===== src/rtl/dmem_pkg.sv =====
// Shared types and constants for the data-memory arbiter and its neighbours.
package dmem_pkg;

  // Load size codes (insn[14:12]); the memory applies the sign/zero extension.
  localparam logic [2:0] F3_LB  = 3'b000;
  localparam logic [2:0] F3_LH  = 3'b001;
  localparam logic [2:0] F3_LW  = 3'b010;
  localparam logic [2:0] F3_LBU = 3'b100;
  localparam logic [2:0] F3_LHU = 3'b101;

  // Store size codes.
  localparam logic [2:0] F3_SB  = 3'b000;
  localparam logic [2:0] F3_SH  = 3'b001;
  localparam logic [2:0] F3_SW  = 3'b010;

  typedef enum logic {
    S_SHARED = 1'b0,
    S_LOCKED = 1'b1
  } arb_state_t;

  typedef enum logic {
    PORT_CPU = 1'b0,
    PORT_DMA = 1'b1
  } port_t;

endpackage


===== src/rtl/dmem_arbiter_if.sv =====
// Request/grant/return signals of the CPU and DMA ports plus the memory-side bus.
interface dmem_arbiter_if #(
  parameter int unsigned ADDR_WIDTH = 12,
  parameter int unsigned DATA_WIDTH = 32
);
  logic                  cpu_req;
  logic                  cpu_we;
  logic [ADDR_WIDTH-1:0] cpu_addr;
  logic [DATA_WIDTH-1:0] cpu_wdata;
  logic [2:0]            cpu_funct3;
  logic                  cpu_gnt;
  logic                  cpu_stall;
  logic                  cpu_rvalid;
  logic [DATA_WIDTH-1:0] cpu_rdata;

  logic                  dma_req;
  logic                  dma_we;
  logic                  dma_lock;
  logic [ADDR_WIDTH-1:0] dma_addr;
  logic [DATA_WIDTH-1:0] dma_wdata;
  logic [2:0]            dma_funct3;
  logic                  dma_gnt;
  logic                  dma_rvalid;
  logic [DATA_WIDTH-1:0] dma_rdata;

  logic                  mem_read_en;
  logic                  mem_write_en;
  logic [ADDR_WIDTH-1:0] mem_address;
  logic [DATA_WIDTH-1:0] mem_data_in;
  logic [2:0]            mem_funct3;
  logic [DATA_WIDTH-1:0] mem_data_out;

  // Arbiter side.
  modport slave (
    input  cpu_req, cpu_we, cpu_addr, cpu_wdata, cpu_funct3,
    output cpu_gnt, cpu_stall, cpu_rvalid, cpu_rdata,
    input  dma_req, dma_we, dma_lock, dma_addr, dma_wdata, dma_funct3,
    output dma_gnt, dma_rvalid, dma_rdata,
    output mem_read_en, mem_write_en, mem_address, mem_data_in, mem_funct3,
    input  mem_data_out
  );

  // Requester/memory side.
  modport master (
    output cpu_req, cpu_we, cpu_addr, cpu_wdata, cpu_funct3,
    input  cpu_gnt, cpu_stall, cpu_rvalid, cpu_rdata,
    output dma_req, dma_we, dma_lock, dma_addr, dma_wdata, dma_funct3,
    input  dma_gnt, dma_rvalid, dma_rdata,
    input  mem_read_en, mem_write_en, mem_address, mem_data_in, mem_funct3,
    output mem_data_out
  );

endinterface


===== src/rtl/dmem_arbiter.sv =====
// CPU/DMA arbiter for the single-port data memory: CPU priority, DMA starvation
// limit, bounded locked DMA bursts, and read-data routing to the issuing port.
module dmem_arbiter
  import dmem_pkg::*;
#(
  parameter int unsigned ADDR_WIDTH   = 12,
  parameter int unsigned DATA_WIDTH   = 32,
  parameter int unsigned STARVE_LIMIT = 4,
  parameter int unsigned BURST_MAX    = 8
) (
  input  logic           i_clock,
  input  logic           i_reset,
  dmem_arbiter_if.slave  io_bus
);

  localparam int unsigned SCW = $clog2(STARVE_LIMIT + 1);
  localparam int unsigned BCW = $clog2(BURST_MAX + 1);
  localparam logic [SCW-1:0] STARVE_TOP = SCW'(STARVE_LIMIT);
  localparam logic [BCW-1:0] BURST_TOP  = BCW'(BURST_MAX);

  arb_state_t     r_state;
  logic [SCW-1:0] r_starve_cnt;
  logic [BCW-1:0] r_burst_cnt;
  logic           r_rd_pend;
  port_t          r_rd_owner;

  logic w_cpu_gnt;
  logic w_dma_gnt;
  logic w_cpu_rd;
  logic w_dma_rd;

  // Grant selection; nothing is granted while reset is asserted.
  always_comb begin
    w_cpu_gnt = 1'b0;
    w_dma_gnt = 1'b0;
    if (!i_reset) begin
      case (r_state)
        S_SHARED: begin
          if (io_bus.dma_req && (!io_bus.cpu_req || (r_starve_cnt == STARVE_TOP)))
            w_dma_gnt = 1'b1;
          else if (io_bus.cpu_req)
            w_cpu_gnt = 1'b1;
        end
        S_LOCKED: begin
          if ((r_burst_cnt == BURST_TOP) && io_bus.cpu_req)
            w_cpu_gnt = 1'b1;
          else if (io_bus.dma_req)
            w_dma_gnt = 1'b1;
          else if (io_bus.cpu_req)
            w_cpu_gnt = 1'b1;
        end
        default: begin
          w_cpu_gnt = 1'b0;
          w_dma_gnt = 1'b0;
        end
      endcase
    end
  end

  assign w_cpu_rd = w_cpu_gnt && !io_bus.cpu_we;
  assign w_dma_rd = w_dma_gnt && !io_bus.dma_we;

  // Lock FSM, starvation/burst counters and read-return tag.
  always_ff @(posedge i_clock) begin
    if (i_reset) begin
      r_state      <= S_SHARED;
      r_starve_cnt <= '0;
      r_burst_cnt  <= '0;
      r_rd_pend    <= 1'b0;
      r_rd_owner   <= PORT_CPU;
    end else begin
      case (r_state)
        S_SHARED: begin
          if (w_dma_gnt && io_bus.dma_lock) begin
            r_state     <= S_LOCKED;
            r_burst_cnt <= BCW'(1);
          end
        end
        S_LOCKED: begin
          // A CPU grant at a full burst count is always the forced slot.
          if (w_cpu_gnt && (r_burst_cnt == BURST_TOP)) begin
            r_burst_cnt <= '0;
          end else if (w_dma_gnt) begin
            if (r_burst_cnt != BURST_TOP)
              r_burst_cnt <= r_burst_cnt + BCW'(1);
            if (!io_bus.dma_lock)
              r_state <= S_SHARED;
          end
        end
        default: r_state <= S_SHARED;
      endcase

      if (!io_bus.dma_req || w_dma_gnt)
        r_starve_cnt <= '0;
      else if (r_starve_cnt != STARVE_TOP)
        r_starve_cnt <= r_starve_cnt + SCW'(1);

      r_rd_pend  <= w_cpu_rd || w_dma_rd;
      r_rd_owner <= w_dma_gnt ? PORT_DMA : PORT_CPU;
    end
  end

  assign io_bus.cpu_gnt   = w_cpu_gnt;
  assign io_bus.dma_gnt   = w_dma_gnt;
  assign io_bus.cpu_stall = io_bus.cpu_req && !w_cpu_gnt;

  // Memory side: idle cycles present the CPU payload with both enables low.
  assign io_bus.mem_read_en  = w_cpu_rd || w_dma_rd;
  assign io_bus.mem_write_en = (w_cpu_gnt && io_bus.cpu_we) || (w_dma_gnt && io_bus.dma_we);
  assign io_bus.mem_address  = w_dma_gnt ? io_bus.dma_addr   : io_bus.cpu_addr;
  assign io_bus.mem_data_in  = w_dma_gnt ? io_bus.dma_wdata  : io_bus.cpu_wdata;
  assign io_bus.mem_funct3   = w_dma_gnt ? io_bus.dma_funct3 : io_bus.cpu_funct3;

  // Read return; a read in flight across reset is dropped.
  assign io_bus.cpu_rvalid = r_rd_pend && (r_rd_owner == PORT_CPU) && !i_reset;
  assign io_bus.dma_rvalid = r_rd_pend && (r_rd_owner == PORT_DMA) && !i_reset;
  assign io_bus.cpu_rdata  = io_bus.mem_data_out;
  assign io_bus.dma_rdata  = io_bus.mem_data_out;

endmodule


===== src/flat_wrapper.sv =====
// flat-port wrapper written by rule: the top's interface ports become plain ports
module dmem_arbiter_flat import dmem_pkg::*;
#(
  parameter int unsigned ADDR_WIDTH   = 12,
  parameter int unsigned DATA_WIDTH   = 32,
  parameter int unsigned STARVE_LIMIT = 4,
  parameter int unsigned BURST_MAX    = 8
)
  (i_clock, i_reset, io_bus_cpu_req, io_bus_cpu_we, io_bus_cpu_addr, io_bus_cpu_wdata, io_bus_cpu_funct3, io_bus_cpu_gnt, io_bus_cpu_stall, io_bus_cpu_rvalid, io_bus_cpu_rdata, io_bus_dma_req, io_bus_dma_we, io_bus_dma_lock, io_bus_dma_addr, io_bus_dma_wdata, io_bus_dma_funct3, io_bus_dma_gnt, io_bus_dma_rvalid, io_bus_dma_rdata, io_bus_mem_read_en, io_bus_mem_write_en, io_bus_mem_address, io_bus_mem_data_in, io_bus_mem_funct3, io_bus_mem_data_out);
  dmem_arbiter_if #(.ADDR_WIDTH(ADDR_WIDTH), .DATA_WIDTH(DATA_WIDTH)) io_bus_i ();
  input  logic i_clock;
  input  logic i_reset;
  input wire logic [$bits(io_bus_i.cpu_req)-1:0] io_bus_cpu_req;
  input wire logic [$bits(io_bus_i.cpu_we)-1:0] io_bus_cpu_we;
  input wire logic [$bits(io_bus_i.cpu_addr)-1:0] io_bus_cpu_addr;
  input wire logic [$bits(io_bus_i.cpu_wdata)-1:0] io_bus_cpu_wdata;
  input wire logic [$bits(io_bus_i.cpu_funct3)-1:0] io_bus_cpu_funct3;
  output wire logic [$bits(io_bus_i.cpu_gnt)-1:0] io_bus_cpu_gnt;
  output wire logic [$bits(io_bus_i.cpu_stall)-1:0] io_bus_cpu_stall;
  output wire logic [$bits(io_bus_i.cpu_rvalid)-1:0] io_bus_cpu_rvalid;
  output wire logic [$bits(io_bus_i.cpu_rdata)-1:0] io_bus_cpu_rdata;
  input wire logic [$bits(io_bus_i.dma_req)-1:0] io_bus_dma_req;
  input wire logic [$bits(io_bus_i.dma_we)-1:0] io_bus_dma_we;
  input wire logic [$bits(io_bus_i.dma_lock)-1:0] io_bus_dma_lock;
  input wire logic [$bits(io_bus_i.dma_addr)-1:0] io_bus_dma_addr;
  input wire logic [$bits(io_bus_i.dma_wdata)-1:0] io_bus_dma_wdata;
  input wire logic [$bits(io_bus_i.dma_funct3)-1:0] io_bus_dma_funct3;
  output wire logic [$bits(io_bus_i.dma_gnt)-1:0] io_bus_dma_gnt;
  output wire logic [$bits(io_bus_i.dma_rvalid)-1:0] io_bus_dma_rvalid;
  output wire logic [$bits(io_bus_i.dma_rdata)-1:0] io_bus_dma_rdata;
  output wire logic [$bits(io_bus_i.mem_read_en)-1:0] io_bus_mem_read_en;
  output wire logic [$bits(io_bus_i.mem_write_en)-1:0] io_bus_mem_write_en;
  output wire logic [$bits(io_bus_i.mem_address)-1:0] io_bus_mem_address;
  output wire logic [$bits(io_bus_i.mem_data_in)-1:0] io_bus_mem_data_in;
  output wire logic [$bits(io_bus_i.mem_funct3)-1:0] io_bus_mem_funct3;
  input wire logic [$bits(io_bus_i.mem_data_out)-1:0] io_bus_mem_data_out;
  assign io_bus_i.cpu_req = io_bus_cpu_req;
  assign io_bus_i.cpu_we = io_bus_cpu_we;
  assign io_bus_i.cpu_addr = io_bus_cpu_addr;
  assign io_bus_i.cpu_wdata = io_bus_cpu_wdata;
  assign io_bus_i.cpu_funct3 = io_bus_cpu_funct3;
  assign io_bus_cpu_gnt = io_bus_i.cpu_gnt;
  assign io_bus_cpu_stall = io_bus_i.cpu_stall;
  assign io_bus_cpu_rvalid = io_bus_i.cpu_rvalid;
  assign io_bus_cpu_rdata = io_bus_i.cpu_rdata;
  assign io_bus_i.dma_req = io_bus_dma_req;
  assign io_bus_i.dma_we = io_bus_dma_we;
  assign io_bus_i.dma_lock = io_bus_dma_lock;
  assign io_bus_i.dma_addr = io_bus_dma_addr;
  assign io_bus_i.dma_wdata = io_bus_dma_wdata;
  assign io_bus_i.dma_funct3 = io_bus_dma_funct3;
  assign io_bus_dma_gnt = io_bus_i.dma_gnt;
  assign io_bus_dma_rvalid = io_bus_i.dma_rvalid;
  assign io_bus_dma_rdata = io_bus_i.dma_rdata;
  assign io_bus_mem_read_en = io_bus_i.mem_read_en;
  assign io_bus_mem_write_en = io_bus_i.mem_write_en;
  assign io_bus_mem_address = io_bus_i.mem_address;
  assign io_bus_mem_data_in = io_bus_i.mem_data_in;
  assign io_bus_mem_funct3 = io_bus_i.mem_funct3;
  assign io_bus_i.mem_data_out = io_bus_mem_data_out;
  dmem_arbiter #(.ADDR_WIDTH(ADDR_WIDTH), .DATA_WIDTH(DATA_WIDTH), .STARVE_LIMIT(STARVE_LIMIT), .BURST_MAX(BURST_MAX)) u_core (.i_clock(i_clock), .i_reset(i_reset), .io_bus(io_bus_i));
endmodule

===== config.mk =====
export PLATFORM = sky130hd
export DESIGN_NAME = dmem_arbiter_flat
export DESIGN_NICKNAME = d
export VERILOG_FILES = /design/src/rtl/dmem_pkg.sv /design/src/rtl/dmem_arbiter_if.sv /design/src/rtl/dmem_arbiter.sv /design/src/flat_wrapper.sv
export SDC_FILE = /design/constraint.sdc
export NUM_CORES = 1
export LEC_CHECK = 0
export BUFFER_PORTS_ARGS = -buffer_cell sky130_fd_sc_hd__buf_4
export CAP_MARGIN = 0
export CORE_AREA = 2 2 97 99
export DETAILED_ROUTE_END_ITERATION = 10
export DIE_AREA = 0 0 99 101
export GPL_ROUTABILITY_DRIVEN = 0
export PLACE_DENSITY = 0.57
export RECOVER_POWER = 100
export SLEW_MARGIN = 20
export SYNTH_ARGS = -nofsm -noshare
export SYNTH_HDL_FRONTEND = slang
export SYNTH_SLANG_ARGS = --single-unit

===== constraint.sdc =====
create_clock -name i_clock -period 5.3 [get_ports i_clock]
set_clock_uncertainty 0.2 [all_clocks]
set_input_delay 0.53 -clock i_clock [delete_from_list [all_inputs] [get_ports i_clock]]
set_output_delay 0.53 -clock i_clock [all_outputs]
set_load 0.01 [all_outputs]

==> insert_results.sql <==
INSERT INTO impl_metrics (metric_group, metric, value, unit) VALUES
('status', 'run_status', 'finished clean', ''),
('sta', 'setup_viol_count_final', '0', ''),
('clock_network', 'cts_htree_levels', '1', ''),
('placed_design', 'detailed_place_hpwl', '4620', 'um'),
('critical_path', 'endpoint_kind', 'primary output', ''),
('cells_and_area', 'n_fill_cell', '1000', ''),
('yosys', 'number_of_nets_in_the_synthesized_netlist', '328', ''),
('yosys', 'post_synthesis_instance_area', '1910', 'um^2'),
('global_route', 'vias_in_the_first_global_route', '1530', ''),
('route', 'vias', '1583', ''),
('clock_network', 'clk_root_buffer_cell', 'sky130_fd_sc_hd__clkbuf_8', ''),
('sta', 'finalHoldViolCount', '0', ''),
('critical_path', 'critical_path.most_common_cell', 'sky130_fd_sc_hd__inv_1', ''),
('clock_network', 'clockBufferDepth', '2', ''),
('sta', 'unrepaired_setup_endpoints_after_global_routing', 'no', ''),
('floorplanning', 'initial_core_utilization', '0.213', ''),
('floorplanning', 'io_pins', '251', ''),
('cells_and_area', 'areaGrowthSynthToFinish', '28.7', '%'),
('route', 'drt-wirelength-per-cell', '14.3', 'um'),
('power_and_ir_drop', 'vdd_ir_drop_max', '168', 'uV'),
('sta', 'relSlewSlack', '0.420', ''),
('clock_network', 'insertion_delay', '0.23', 'ns'),
('cells_and_area', 'design.final.nets', '415', ''),
('critical_path', 'cp_top_delay_family', 'compound AO/OA/AOI/OAI gates', ''),
('cells_and_area', 'design_area', '2460', 'um^2'),
('worst_hold_path', 'holdCritPathClass', 'reg2reg', ''),
('route', 'drc', '0', ''),
('yosys', 'synth_sequential_area_ratio', '0.105', ''),
('placed_design', 'place.detailed.instances', '384', ''),
('cells_and_area', 'num_antenna_cells', '0', ''),
('floorplanning', 'die_w', '99', 'um'),
('power_and_ir_drop', 'power.density_cell_area', '131', 'nW/um^2'),
('sta', 'timing.final.crit_period', '3.24', 'ns'),
('route', 'ant_nets', '0', ''),
('floorplanning', 'dieHeight', '101', 'um'),
('sta', 'post_route_clock_period_utilization', '0.611', ''),
('critical_path', 'maximum_single_stage_delay_on_the_critical_path', '0.64', 'ns'),
('yosys', 'yosysUniqueCellTypes', '34', ''),
('route', 'route.final.wire_length', '5530', 'um'),
('global_route', 'global_route_wire_length_before_repair', '7870', 'um'),
('sta', 'tightest_slew', '0.848', 'ns'),
('power_and_ir_drop', 'finalPower', '322', 'uW'),
('placed_design', 'number_of_port_buffers', '154', ''),
('floorplanning', 'floorplan.die_area', '10000', 'um^2'),
('critical_path', 'reg2reg_setup_slack', '2.93', 'ns'),
('critical_path', 'critPathRequiredTime', '4.57', 'ns'),
('power_and_ir_drop', 'total_leakage_power', '0.00118', 'uW'),
('cells_and_area', 'non_filler_cells_in_the_finished_layout', '387', ''),
('critical_path', 'worst_path_max_delay_cell', 'sky130_fd_sc_hd__a31o_4', ''),
('clock_network', 'tritoncts', 'built', ''),
('yosys', 'synthDominantAreaCellType', 'sky130_fd_sc_hd__mux2_4', ''),
('route', 'detail_route.first_pass.iterations', '4', ''),
('route', 'vias_per_cell', '4.09', ''),
('global_route', 'grt_max_degree', '52', ''),
('cells_and_area', 'drive_above_1_share', '0.558', ''),
('critical_path', 'timing.critical_path.arrival', '2.51', 'ns'),
('yosys', 'synth_top_cell_area_share', '0.369', ''),
('clock_network', 'path_clk_slew', '0.05', 'ns'),
('critical_path', 'critPathLaunchType', 'register', ''),
('sta', 'clock.fmax', '309', 'MHz'),
('yosys', 'yosysWarningCount', '0', ''),
('clock_network', 'tritoncts_sink_count', '10', ''),
('job', 'timing.max_cap.violations', '0', ''),
('critical_path', 'cp_cell_instances', 'inv_1, ha_1, nand2_1, or2_0, a31o_4, inv_1, a22o_1, clkbuf_1', ''),
('floorplanning', 'core', '8980', 'um^2'),
('clock_network', 'cts_resized', '0', ''),
('yosys', 'netlist_top_cells_area', 'sky130_fd_sc_hd__mux2_4 (37%), sky130_fd_sc_hd__buf_4 (25%), sky130_fd_sc_hd__dfxtp_1 (10%), sky130_fd_sc_hd__buf_12 (4.2%), sky130_fd_sc_hd__ha_1 (2.6%)', ''),
('yosys', 'syn_avg_cell_area', '10.0', 'um^2'),
('clock_network', 'number_of_buffers_created_by_cts', '3', ''),
('global_route', 'gr-total-overflow', '0', ''),
('sta', 'maxSlewViolCount', '0', '');
-- worst register-to-register path: cells and delay by family, from the launching register on --
kind                       cells  cell delay [ns]
AOI/OAI and AO/OA              1             0.64
adders and majority gates      1             0.20
buffers and inverters          2             0.30
DFF                            1             0.36
and+or+nand+nor                3             0.60
-- per-stage QoR --
step / hold slack, ns / utilization / worst slack (ns)
floorplan: 0.280 / - / 2.92
global route: 0.318 / 0.274 / 1.80
CTS: 0.313 / 0.296 / 1.84
finish: 0.316 / 0.274 / 2.06
global placement: 0.304 / 0.292 / 2.19
detailed placement: 0.311 / 0.292 / 2.10
-- final timing paths --
kind / endpoint / depth (start not counted) / startpoint
worst min-delay path: u_core.r_burst_cnt[2] / 1 / u_core.r_burst_cnt[2]
worst max register to register: u_core.r_starve_cnt[0] / 7 / u_core.r_starve_cnt[0]
worst min register to register: u_core.r_burst_cnt[2] / 1 / u_core.r_burst_cnt[2]
worst max-delay path: io_bus_mem_write_en / 8 / u_core.r_starve_cnt[0]
-- registers in the layout (all words and copies together) (netlist names) --
| name | cells |
|---|---|
| u_core.r_burst_cnt | 4 |
| u_core.r_rd_owner | 1 |
| u_core.r_rd_pend | 1 |
| u_core.r_starve_cnt | 3 |
| u_core.r_state | 1 |
-- cell type report --
type / count / area, um^2 / share of cell area
multi-input combinational: 100 / 911 / 0.370
sequential: 10 / 200 / 0.0814
clock buffer: 3 / 41.3 / 0.0168
inverter: 9 / 33.8 / 0.0137
tap: 111 / 139 / 0.0565
timing repair buffer: 154 / 1130 / 0.461
-- cell usage in the layout (no fill, tap or decap), drive strengths merged, types with 2 or more instances in the layout --
cell type,instances
o21ai,3
dfxtp,10
nor3,7
a21oi,3
nand2,5
ha,4
nand3,2
buf,148
o2bb2ai,4
mux2i,2
inv,9
nand2b,2
nand3b,4
a31o,2
nor3b,3
and3b,2
clkbuf,9
mux2,48
-- power by group --
| part | total [uW] | internal, uW | switching, uW |
|---|---|---|---|
| registers | 80.0 | 77.9 | 2.12 |
| clock network | 75.9 | 49.5 | 26.4 |
| logic | 166 | 103 | 62.7 |
-- cells in the mapped netlist (all sizes together) --
library cell / instances
nor3b: 3
buf: 71
nand3b: 4
dfxtp: 10
clkbuf: 1
a21oi: 3
or2: 1
a22o: 1
xnor2: 1
a2111oi: 1
and3b: 2
a211oi: 1
nand2: 5
nand2b: 2
mux2: 48
o21ai: 3
nor2b: 1
nor2: 1
inv: 9
ha: 4
or3: 1
nor3: 7
o2bb2ai: 4
a31o: 2
nand3: 2
mux2i: 2
a31oi: 1
-- metal layers --
metal  track usage  vias up  part of all wire
met2         0.162      119              0.48
li1              -      762                 -
met3        0.0423        0              0.14
met1         0.116      702              0.39
met4       0.00948        0                 0
met5             0        -                 0
-- kinds of logic (layout without fill, tap and decap cells) --
kind of cell    count (synthesis)  count (layout)  synth area share
buf+inv                        81             166             0.329
simple gates                   29              29            0.0897
fa+ha+maj                       4               4            0.0262
compound gates                 16              16            0.0596
mux                            50              50             0.386
flops                          10              10             0.105
xor+xnor                        1               1           0.00458
No activity file was read; power rests on OpenSTA's default activity.
